--- src/rtl/reward_pkg.sv ---
// reward_pkg: packet types, request bundle and index helpers.
// Build option REWARD_DEDUP_EN drops duplicate requesters.
package reward_pkg;

  localparam int REQ_W = 16;

  typedef enum logic [2:0] {
    HEARTBEAT    = 3'b000,
    REWARD       = 3'b010,
    DATA         = 3'b011,
    LOW_E_REWARD = 3'b101,
    INVALID      = 3'b111
  } pkt_type_e;

  typedef struct packed {
    logic [REQ_W-1:0] src;
    logic [REQ_W-1:0] qv;
  } reward_req_t;

  // Index value meaning "requester not in table".
  function automatic int nt_sentinel(input int depth);
    return depth;
  endfunction

endpackage

--- src/rtl/reward_req_fifo.sv ---
// reward_req_fifo: circular request buffer, wrap-bit pointers.
// REWARD_DEDUP_EN: drop a push whose key is queued or in flight.
module reward_req_fifo
  import reward_pkg::*;
#(
  parameter int DW    = 32,
  parameter int DEPTH = 4
) (
  input  logic          clk,
  input  logic          rst_i,
  input  logic          push_i,
  input  logic [DW-1:0] data_i,
  input  logic          pop_i,
`ifdef REWARD_DEDUP_EN
  input  logic          busy_i,
  input  logic [DW/2-1:0] busy_key_i,
`endif
  output logic [DW-1:0] data_o,
  output logic          empty_o,
  output logic          full_o
);

  localparam int AW = $clog2(DEPTH);
  localparam int PW = AW + 1;

  logic [DW-1:0] mem_q [DEPTH];
  logic [PW-1:0] wr_q, rd_q;
  logic          dup, acc;

  assign empty_o = (wr_q == rd_q);
  assign full_o  = (wr_q[AW] != rd_q[AW]) &&
                   (wr_q[AW-1:0] == rd_q[AW-1:0]);
  assign data_o  = mem_q[rd_q[AW-1:0]];

`ifdef REWARD_DEDUP_EN
  localparam int KW = DW / 2;
  logic [PW-1:0] cnt;
  assign cnt = wr_q - rd_q;

  // Match the incoming key against live entries and the in-flight one.
  always_comb begin
    dup = busy_i & (busy_key_i == data_i[DW-1 -: KW]);
    for (int i = 0; i < DEPTH; i++) begin
      if ((PW'(i) < cnt) &&
          (mem_q[AW'(rd_q[AW-1:0] + AW'(i))][DW-1 -: KW]
           == data_i[DW-1 -: KW]))
        dup = 1'b1;
    end
  end
`else
  assign dup = 1'b0;
`endif

  // A pop in the same cycle frees the slot for a push.
  assign acc = push_i & (~full_o | pop_i) & ~dup;

  // Pointer update.
  always_ff @(posedge clk) begin
    if (rst_i) begin
      wr_q <= '0;
      rd_q <= '0;
    end else begin
      if (acc)   wr_q <= wr_q + PW'(1);
      if (pop_i) rd_q <= rd_q + PW'(1);
    end
  end

  // Storage write.
  always_ff @(posedge clk) begin
    if (acc) mem_q[wr_q[AW-1:0]] <= data_i;
  end

endmodule

--- src/rtl/reward_engine.sv ---
// reward_engine: queued reward requests, table scan, Q update, emit.
// Build option REWARD_DEDUP_EN drops duplicate requesters.
module reward_engine
  import reward_pkg::*;
#(
  parameter int WORD_WIDTH  = 16,
  parameter int Q_DEPTH     = 4,
  parameter int NT_DEPTH    = 32,
  parameter int ALPHA_SHIFT = 2,
  parameter int TS_W        = 6,
  localparam int NTI_W      = $clog2(NT_DEPTH) + 1
) (
  input  logic                  clk,
  input  logic                  nrst,
  input  logic                  en,
  input  logic                  iAmDestination,
  input  logic [2:0]            fPacketType,
  input  logic [WORD_WIDTH-1:0] fSourceID,
  input  logic [WORD_WIDTH-1:0] fQValue,
  input  logic [WORD_WIDTH-1:0] myNodeID,
  input  logic [WORD_WIDTH-1:0] myEnergy,
  input  logic [WORD_WIDTH-1:0] myQValue,
  input  logic [WORD_WIDTH-1:0] hopsFromSink,
  input  logic                  low_E,
  input  logic                  okToSend,
  input  logic [NTI_W-1:0]      neighborCount,
  input  logic [WORD_WIDTH-1:0] mNodeID,
  output logic [NTI_W-1:0]      nTableIndex_reward,
  output logic                  rValid,
  output logic [2:0]            rPacketType,
  output logic [WORD_WIDTH-1:0] rSourceID,
  output logic [WORD_WIDTH-1:0] rDestinationID,
  output logic [WORD_WIDTH-1:0] rQValue,
  output logic [WORD_WIDTH-1:0] rEnergyLeft,
  output logic [WORD_WIDTH-1:0] rSourceHops,
  output logic [TS_W-1:0]       rTimeslot,
  output logic                  reward_done,
  output logic                  qFull
);

  localparam logic [2:0] S_IDLE = 3'd0;
  localparam logic [2:0] S_POP  = 3'd1;
  localparam logic [2:0] S_SCAN = 3'd2;
  localparam logic [2:0] S_UPD  = 3'd3;
  localparam logic [2:0] S_WAIT = 3'd4;
  localparam logic [2:0] S_EMIT = 3'd5;

  localparam logic [NTI_W-1:0] NT_SENT =
    NTI_W'(nt_sentinel(NT_DEPTH));

  localparam int W = WORD_WIDTH;

  logic [2:0]       state_q, state_d;
  logic             ph_q, ph_d;
  logic [NTI_W-1:0] idx_q, idx_d;
  logic [W-1:0]     src_q, src_d;
  logic [W-1:0]     fq_q, fq_d;
  logic [W-1:0]     upd_q, upd_d;
  logic             lowe_q, lowe_d;
  logic [TS_W-1:0]  slot_q, slot_d;
  logic             rvalid_q, rvalid_d;
  logic [2:0]       rtype_q, rtype_d;
  logic [W-1:0]     rsrc_q, rsrc_d;
  logic [W-1:0]     rdst_q, rdst_d;
  logic [W-1:0]     rqv_q, rqv_d;
  logic [W-1:0]     ren_q, ren_d;
  logic [W-1:0]     rhops_q, rhops_d;
  logic [TS_W-1:0]  rts_q, rts_d;

  logic             push, pop, empty, full;
  logic [2*W-1:0]   head;
  logic             q_ge;
  logic [W-1:0]     q_diff, q_step;

  assign push = en & ((fPacketType == HEARTBEAT) |
                      ((fPacketType == DATA) & iAmDestination));
  assign pop  = (state_q == S_IDLE) & ~empty;

  reward_req_fifo #(
    .DW    (2 * W),
    .DEPTH (Q_DEPTH)
  ) u_fifo (
    .clk        (clk),
    .rst_i      (nrst),
    .push_i     (push),
    .data_i     ({fSourceID, fQValue}),
    .pop_i      (pop),
`ifdef REWARD_DEDUP_EN
    .busy_i     (state_q != S_IDLE),
    .busy_key_i (src_q),
`endif
    .data_o     (head),
    .empty_o    (empty),
    .full_o     (full)
  );

  // Shift-based step toward the requester's Q-value.
  assign q_ge   = fq_q >= myQValue;
  assign q_diff = q_ge ? fq_q - myQValue : myQValue - fq_q;
  assign q_step = q_diff >> ALPHA_SHIFT;

  // Next-state and datapath for the request sequencer.
  always_comb begin
    state_d  = state_q;
    ph_d     = ph_q;
    idx_d    = idx_q;
    src_d    = src_q;
    fq_d     = fq_q;
    upd_d    = upd_q;
    lowe_d   = lowe_q;
    slot_d   = slot_q;
    rvalid_d = 1'b0;
    rtype_d  = rtype_q;
    rsrc_d   = rsrc_q;
    rdst_d   = rdst_q;
    rqv_d    = rqv_q;
    ren_d    = ren_q;
    rhops_d  = rhops_q;
    rts_d    = rts_q;
    unique case (state_q)
      S_IDLE: begin
        if (!empty) begin
          src_d   = head[2*W-1:W];
          fq_d    = head[W-1:0];
          state_d = S_POP;
        end
      end
      S_POP: begin
        ph_d = 1'b0;
        if (neighborCount == '0) begin
          idx_d   = NT_SENT;
          state_d = S_UPD;
        end else begin
          idx_d   = '0;
          state_d = S_SCAN;
        end
      end
      S_SCAN: begin
        ph_d = ~ph_q;
        if (ph_q) begin
          if (mNodeID == src_q) begin
            state_d = S_UPD;
          end else if (idx_q + NTI_W'(1) == neighborCount) begin
            idx_d   = NT_SENT;
            state_d = S_UPD;
          end else begin
            idx_d = idx_q + NTI_W'(1);
          end
        end
      end
      S_UPD: begin
        upd_d   = q_ge ? myQValue + q_step : myQValue - q_step;
        lowe_d  = low_E;
        state_d = S_WAIT;
      end
      S_WAIT: begin
        if (okToSend) begin
          rvalid_d = 1'b1;
          rtype_d  = lowe_q ? LOW_E_REWARD : HEARTBEAT;
          rsrc_d   = myNodeID;
          rdst_d   = src_q;
          rqv_d    = upd_q;
          ren_d    = myEnergy;
          rhops_d  = hopsFromSink;
          rts_d    = slot_q;
          slot_d   = slot_q + TS_W'(1);
          state_d  = S_EMIT;
        end
      end
      S_EMIT: state_d = S_IDLE;
      default: state_d = S_IDLE;
    endcase
  end

  // State registers; reset abandons any request in progress.
  always_ff @(posedge clk) begin
    if (nrst) begin
      state_q  <= S_IDLE;
      ph_q     <= 1'b0;
      idx_q    <= NT_SENT;
      src_q    <= '0;
      fq_q     <= '0;
      upd_q    <= '0;
      lowe_q   <= 1'b0;
      slot_q   <= '0;
      rvalid_q <= 1'b0;
      rtype_q  <= '0;
      rsrc_q   <= '0;
      rdst_q   <= '0;
      rqv_q    <= '0;
      ren_q    <= '0;
      rhops_q  <= '0;
      rts_q    <= '0;
    end else begin
      state_q  <= state_d;
      ph_q     <= ph_d;
      idx_q    <= idx_d;
      src_q    <= src_d;
      fq_q     <= fq_d;
      upd_q    <= upd_d;
      lowe_q   <= lowe_d;
      slot_q   <= slot_d;
      rvalid_q <= rvalid_d;
      rtype_q  <= rtype_d;
      rsrc_q   <= rsrc_d;
      rdst_q   <= rdst_d;
      rqv_q    <= rqv_d;
      ren_q    <= ren_d;
      rhops_q  <= rhops_d;
      rts_q    <= rts_d;
    end
  end

  assign nTableIndex_reward = idx_q;
  assign rValid             = rvalid_q;
  assign reward_done        = rvalid_q;
  assign rPacketType        = rtype_q;
  assign rSourceID          = rsrc_q;
  assign rDestinationID     = rdst_q;
  assign rQValue            = rqv_q;
  assign rEnergyLeft        = ren_q;
  assign rSourceHops        = rhops_q;
  assign rTimeslot          = rts_q;
  assign qFull              = full;

endmodule

--- config.mk ---
export PLATFORM = sky130hd
export DESIGN_NAME = reward_engine
export DESIGN_NICKNAME = d
export VERILOG_FILES = /design/src/rtl/reward_pkg.sv /design/src/rtl/reward_req_fifo.sv /design/src/rtl/reward_engine.sv
export SDC_FILE = /design/constraint.sdc
export NUM_CORES = 1
export LEC_CHECK = 0
export BUFFER_PORTS_ARGS = -buffer_cell sky130_fd_sc_hd__buf_2
export CORE_ASPECT_RATIO = 1.4
export CORE_UTILIZATION = 29
export CTS_BUF_LIST = sky130_fd_sc_hd__clkbuf_8 sky130_fd_sc_hd__clkbuf_16
export DETAILED_ROUTE_END_ITERATION = 8
export SLEW_MARGIN = 10
export SYNTH_ARGS = -nofsm -noshare
export SYNTH_HDL_FRONTEND = slang
export SYNTH_SLANG_ARGS = --single-unit
--- constraint.sdc ---
create_clock -name clk -period 5.4 [get_ports clk]
set_clock_uncertainty 0.05 [all_clocks]
set_input_delay 0.54 -clock clk [delete_from_list [all_inputs] [get_ports clk]]
set_output_delay 0.54 -clock clk [all_outputs]
set_load 0.05 [all_outputs]
# After elaboration in Yosys (flattened, before gate mapping)
# Memory sizes are Yosys's and may differ from the RTL's. A register that Yosys moved wholly into a read port is not among the register bits.
# Cells that the tools add are included.
# Widths: inputs -> output; s select.
[totals] latchBits=0 ff_bits=129 mem_count=1 romBits=0 word_cells=80 ram_bits=128
[memory_table] name="u_fifo.mem_q" words=4 word_bits=32 read_ports=1 rd_ports_with_merged_regs=1 write_ports=1 line_no="reward_req_fifo.sv:26" text="logic [DW-1:0] mem_q [DEPTH];"
[op_classes] n_eq_ne=15 n_mul=0 n_bitwise=10 n_div=0 muxes=19 n_lt_le_gt_ge=1 shift=0 n_addsub=8 n_reduce_logical=10
[ops] cell="$mux 16" count=2
[ops] cell="$sub 16x16->16" count=2
[ops] cell="$mux 6" count=4
[ops] cell="$mux 3" count=6
[ops] cell="$add 16x14->16" count=1
[ops] cell="$eq 16x16->1" count=1
[ops] cell="$ge 16x16->1" count=1
[ops] cell="$sub 16x14->16" count=1
[ops] cell="$pmux 3 s5" count=1
[ops] cell="$add 6x1->6 const B" count=2
[ops] cell="$pmux 6 s2" count=1
[ops] cell="$eq 3x2->1 const B" count=3
[ops] cell="$ne 2x2->1 const B" count=4
[ops] cell="$add 3x1->3 const B" count=2
[ops] cell="$eq 6x6->1" count=1
[ops] cell="$logic_not 3->1" count=2
[ops] cell="$logic_not 6->1" count=1
[ops] cell="$and 1x1->1" count=4
[ops] cell="$mux 1" count=4
[ops] cell="$not 1->1" count=4
[ops] cell="$reduce_and 2->1" count=2
[ops] cell="$reduce_and 4->1" count=1
[ops] cell="$eq 3x1->1 const B" count=1
[ops] cell="$eq 3x3->1" count=1
[ops] cell="other kinds (10)" count=11

# Longest topological paths before layout
[logic_depth] depth_word=7 ltp_mapped=24

# Cells and area by module
# Synthesis repeated with hierarchy kept, for this count alone.
[hier_totals] hier_cells=1367 area_unflattened_um2=13716.9
[modules_own_cells] module="reward_engine" cells_per_inst=1153 area_each_um2=8664.6 n_inst=1 seq_area_each_um2=3062.9
[modules_own_cells] module="reward_req_fifo" cells_per_inst=214 area_each_um2=5052.3 n_inst=1 seq_area_each_um2=4003.8

# Worst setup path after synthesis
# Ideal clock, no wire load.
[synth_timing] kind="input to register" startpoint="input port myQValue[15]" endpoint="register upd_q[14]" path_buffers=2 setup_slack_ps=521 required_time_ps=5275 setup_ps=75 stages=21 arrival_time_ps=4755 cell_sequence="inv_1 -> ha_1 -> and4_4 -> nand4_2 -> a2bb2oi_2 -> nand2_4 -> buf_2 -> clkbuf_1 -> o21ai_0 -> xnor2_1 -> fa_1 -> a21o_1 -> a21oi_1 -> o21bai_1 -> a21oi_1 -> o21bai_1 -> a211o_1 -> a2111o_1 -> nand4_1 -> nand4_1 -> a31oi_1"
[synth_via] elab_chain_cells=4 elab_cells_between_ends=7
[synth_lines] element="from (decl)" line_no="reward_engine.sv:22" text="input logic [WORD_WIDTH-1:0] myQValue,"
[synth_lines] element="$sub 16x16->16 or $ge 16x16->1 (tied branches)" line_no="reward_engine.sv:99, reward_engine.sv:98"
[synth_lines] element="$mux 16" line_no="reward_engine.sv:99" text="assign q_diff = q_ge ? fq_q - myQValue : myQValue - fq_q;"
[synth_lines] element="$sub 16x14->16 or $add 16x14->16 (tied branches)" line_no="reward_engine.sv:152" text="upd_d = q_ge ? myQValue + q_step : myQValue - q_step;"
[synth_lines] element="$mux 16 *" line_no="reward_engine.sv:152"
[synth_lines] element="to (signal assigned)" line_no="reward_engine.sv:200" text="upd_q <= upd_d;"
[synth_lines] element="to (decl)" line_no="reward_engine.sv:58" text="logic [W-1:0] upd_q, upd_d;"
# Mark *: on every way between the ends. The rest lies on a longest branch, timed or not.
# A chain may end at the register's enable or synchronous reset.

# Final worst setup path
[layout_timing] startpoint="register fq_q[11]" endpoint="register upd_q[15]"
[layout_via] elab_chain_cells=4 elab_cells_between_ends=7
[layout_lines] element="from (decl)" line_no="reward_engine.sv:57" text="logic [W-1:0] fq_q, fq_d;"
[layout_lines] element="from (signal assigned)" line_no="reward_engine.sv:199" text="fq_q <= fq_d;"
[layout_lines] element="$sub 16x16->16 or $ge 16x16->1 (tied branches)" line_no="reward_engine.sv:99, reward_engine.sv:98"
[layout_lines] element="$mux 16" line_no="reward_engine.sv:99"
[layout_lines] element="$sub 16x14->16 or $add 16x14->16 (tied branches)" line_no="reward_engine.sv:152"
[layout_lines] element="$mux 16 *" line_no="reward_engine.sv:152"
# Marked as above.

==> impl_metrics.yaml <==
detailed_routing:
  ant_nets: 0
  vias: 10380
  dr.pass1.iters: 5
  initialDrtViolationCount: 506
  viasPerCell: 4.730
  drc: 0
  finalWirelength_um: 35650
  avgRoutedWirePerCell_um: 16.25
critical_path:
  cp.required_ns: 5.84
  arrival_ns: 5.44
  critPathMaxFanout: 16
  reg2reg_depth: 20
  start_kind: "flop"
  path_delay_family: "compound AO/OA/AOI/OAI gates"
  worstSetupEndpointType: "flop"
  critical-path-max-stage-delay_ns: 0.41
  timing.rr.start: "fq_q[11]$_SDFFE_PP0P_"
  path_cells: "ha_1 -> and4_1 -> a21oi_2 -> o2bb2ai_2 -> nor2_1 -> buf_4 -> a2111oi_2 -> a311o_2 -> or3_1 -> xnor2_1 -> a21oi_1 -> xnor2_1 -> ha_1 -> nand2_1 -> a31oi_1 -> o21ai_0 -> o211ai_1 -> o211ai_1 -> xnor3_1 -> a211oi_2"
  crit_start: "fq_q[11]$_SDFFE_PP0P_"
  cp_num_cells: 20
  path_class: "reg2reg"
  cp_num_buf_inv: 1
  cpMaxStageDelayCell: "dfxtp_1"
worst_hold_path:
  hold_path.startpoint: "fQValue[6]"
  hold_path_depth: 1
  min_path_type: "in2reg"
global_route:
  grt_pass1_wl_um: 54950
  grt_max_degree: 99
  grt_remaining_overflow: 0
  first_global_vias: 10230
  gr-usage-all-layers_pct: 14.56
  busiest_layer: "met2"
  use_met2_pct: 25.70
  met3_usage_pct: 2.965
  antenna_found_initial: 10
  grt_use_met1_pct: 16.46
die:
  initial_utilization_pct: 29.53
  die_w_um: 185.3
  fp.dieArea_um2: 47920
  rows: 93
  die_h_um: 258.6
  core_um2: 46200
  boundaryPins: 225
timing:
  maxSlewViolCount: 0
  timing.fmax_mhz: 199.9
  fin_crit_ns: 5.003
  relSlewSlack_pct: 26.43
  min_period_over_period_pct: 92.64
  worst_pin_slew_ns: 1.101
  rsz0062_at_grt: "no"
  holdWs_ns: 0.1397
  fin_ws_ns: 0.3974
  setup_violations: 0
  fin_tns_setup_ns: 0
  finalHoldViolCount: 0
place:
  dpl_worst_slack_ns: 0.07242
  dpl_cell_area_um2: 15480
  dp_cells: 2134
  port_buffers: 223
  gp_congestion: 0.8972
  dp_hpwl_um: 26200
final_layout:
  seqCellArea_um2: 7028
  stdcell_count: 2194
  area_growth_pct: 20.65
  fin_util_pct: 35.63
  nFillCells: 4697
  largest_reg_flops: 128
  fin_nets: 1731
  stdcell_area_um2: 16460
  drive_gt1_share_pct: 23.49
  multi_input_area_um2: 6153
yosys:
  syn_nets: 1517
  ys_ff_latch: 287
  synthCells: 1334
  async_flop_share_pct: 0
  avgSynthCellArea_um2: 10.23
  synth_top_area_share_pct: 28.18
  synth_ff_type: "dfxtp_1"
  ys_seq_area_share_pct: 51.51
  ys_types: 84
  ys_top_cells_by_count: "nand2_1, a21oi_1, dfxtp_1, edfxtp_1, nor2_1"
  synthTopCellsByArea: "edfxtp_1, dfxtp_1, nand2_1"
  synthesis.area_um2: 13640
  post-synth-top-count-cell: "nand2_1"
  synth_top_area_cell: "edfxtp_1"
  yosys_warnings: 0
  synth_edf_count: 128
flow_run:
  maxCapViolations: 0
cts:
  root_buffer: "clkbuf_16"
  postCtsSetupBuffers: 0
  cts_buffers: 29
  cts_resized: 0
  clkSlewWorstSetupHoldPaths_ns: 0.07
  hold_buffers: 0
  worstSkewPairLatency_ns: 0.57
  clockBufferDepth: 3
  cts_sinks: 287
  cts_tree: "yes"
  cts.htree.levels: 1
power:
  vdd_drop_max_mv: 0.2596
  power_density_nw_per_um2: 446.5
  p_leak_nw: 6.273
  power_mw: 7.350
run_status:
  status: "complete, no violations"
## logic make-up after synthesis
| kind of cell | after synthesis | share of synthesized area (%) |
|---|---|---|
| simple gates | 467 | 15.02 |
| compound gates | 288 | 13.69 |
| flops | 287 | 51.51 |
| buf+inv | 117 | 3.513 |
| xor+xnor | 77 | 5.100 |
| fa+ha+maj | 56 | 5.191 |
| mux | 41 | 5.943 |
| other cells | 1 | 0.02749 |
## cells in the final DEF, fill, tap and decap left out, types with 7 or more instances in the layout
master | synthesis | layout
a211oi_1 | 9 | 9
a21o_1 | 12 | 12
a21oi_1 | 173 | 173
and2_1 | 9 | 9
buf_2 | 5 | 222
buf_4 | 3 | 34
clkbuf_16 | 0 | 29
dfxtp_1 | 159 | 158
edfxtp_1 | 128 | 128
ha_1 | 55 | 55
inv_1 | 44 | 49
mux2i_1 | 9 | 9
mux4_2 | 32 | 32
nand2_1 | 302 | 302
nand3_1 | 15 | 14
nand4_1 | 7 | 7
nor2_1 | 56 | 56
nor3_1 | 26 | 26
o211ai_1 | 7 | 7
o21a_1 | 8 | 8
o21ai_0 | 17 | 17
or3_1 | 7 | 7
xnor2_1 | 43 | 43
xor2_1 | 32 | 32
## worst paths after layout
kind / end / slack [ns]
worst min register to register: rEnergyLeft[2]$_SDFFE_PP0P_ / 0.40
worst max-delay path: upd_q[15]$_SDFFE_PP0N_ / 0.40
worst max register to register: upd_q[15]$_SDFFE_PP0N_ / 0.40
worst min-delay path: u_fifo.mem_q[1][6]$_DFFE_PP_ / 0.14
## final cells by class
type / instances / area share, %
multi-input combinational: 930 / 37.39
clock inverter: 25 / 1.422
sequential: 287 / 42.70
timing repair buffer: 256 / 8.301
tap: 617 / 4.690
inverter: 44 / 1.003
antenna: 6 / 0.09122
clock buffer: 29 / 4.409
## per-layer routing
metal	up-vias	wire length [um]
met3	85	1931
met4	8	1420
met1	4927	14240
li1	5123	-
met5	-	42
met2	235	18020
## where the power goes
| part | switching [mW] | internal, mW | leakage [nW] |
|---|---|---|---|
| Clock | 0.875 | 1.17 | 0.481 |
| Sequential | 0.115 | 2.38 | 2.44 |
| Combinational | 1.65 | 1.16 | 3.35 |
| Total | 2.64 | 4.71 | 6.27 |
Power figures use the tool's default switching activity.
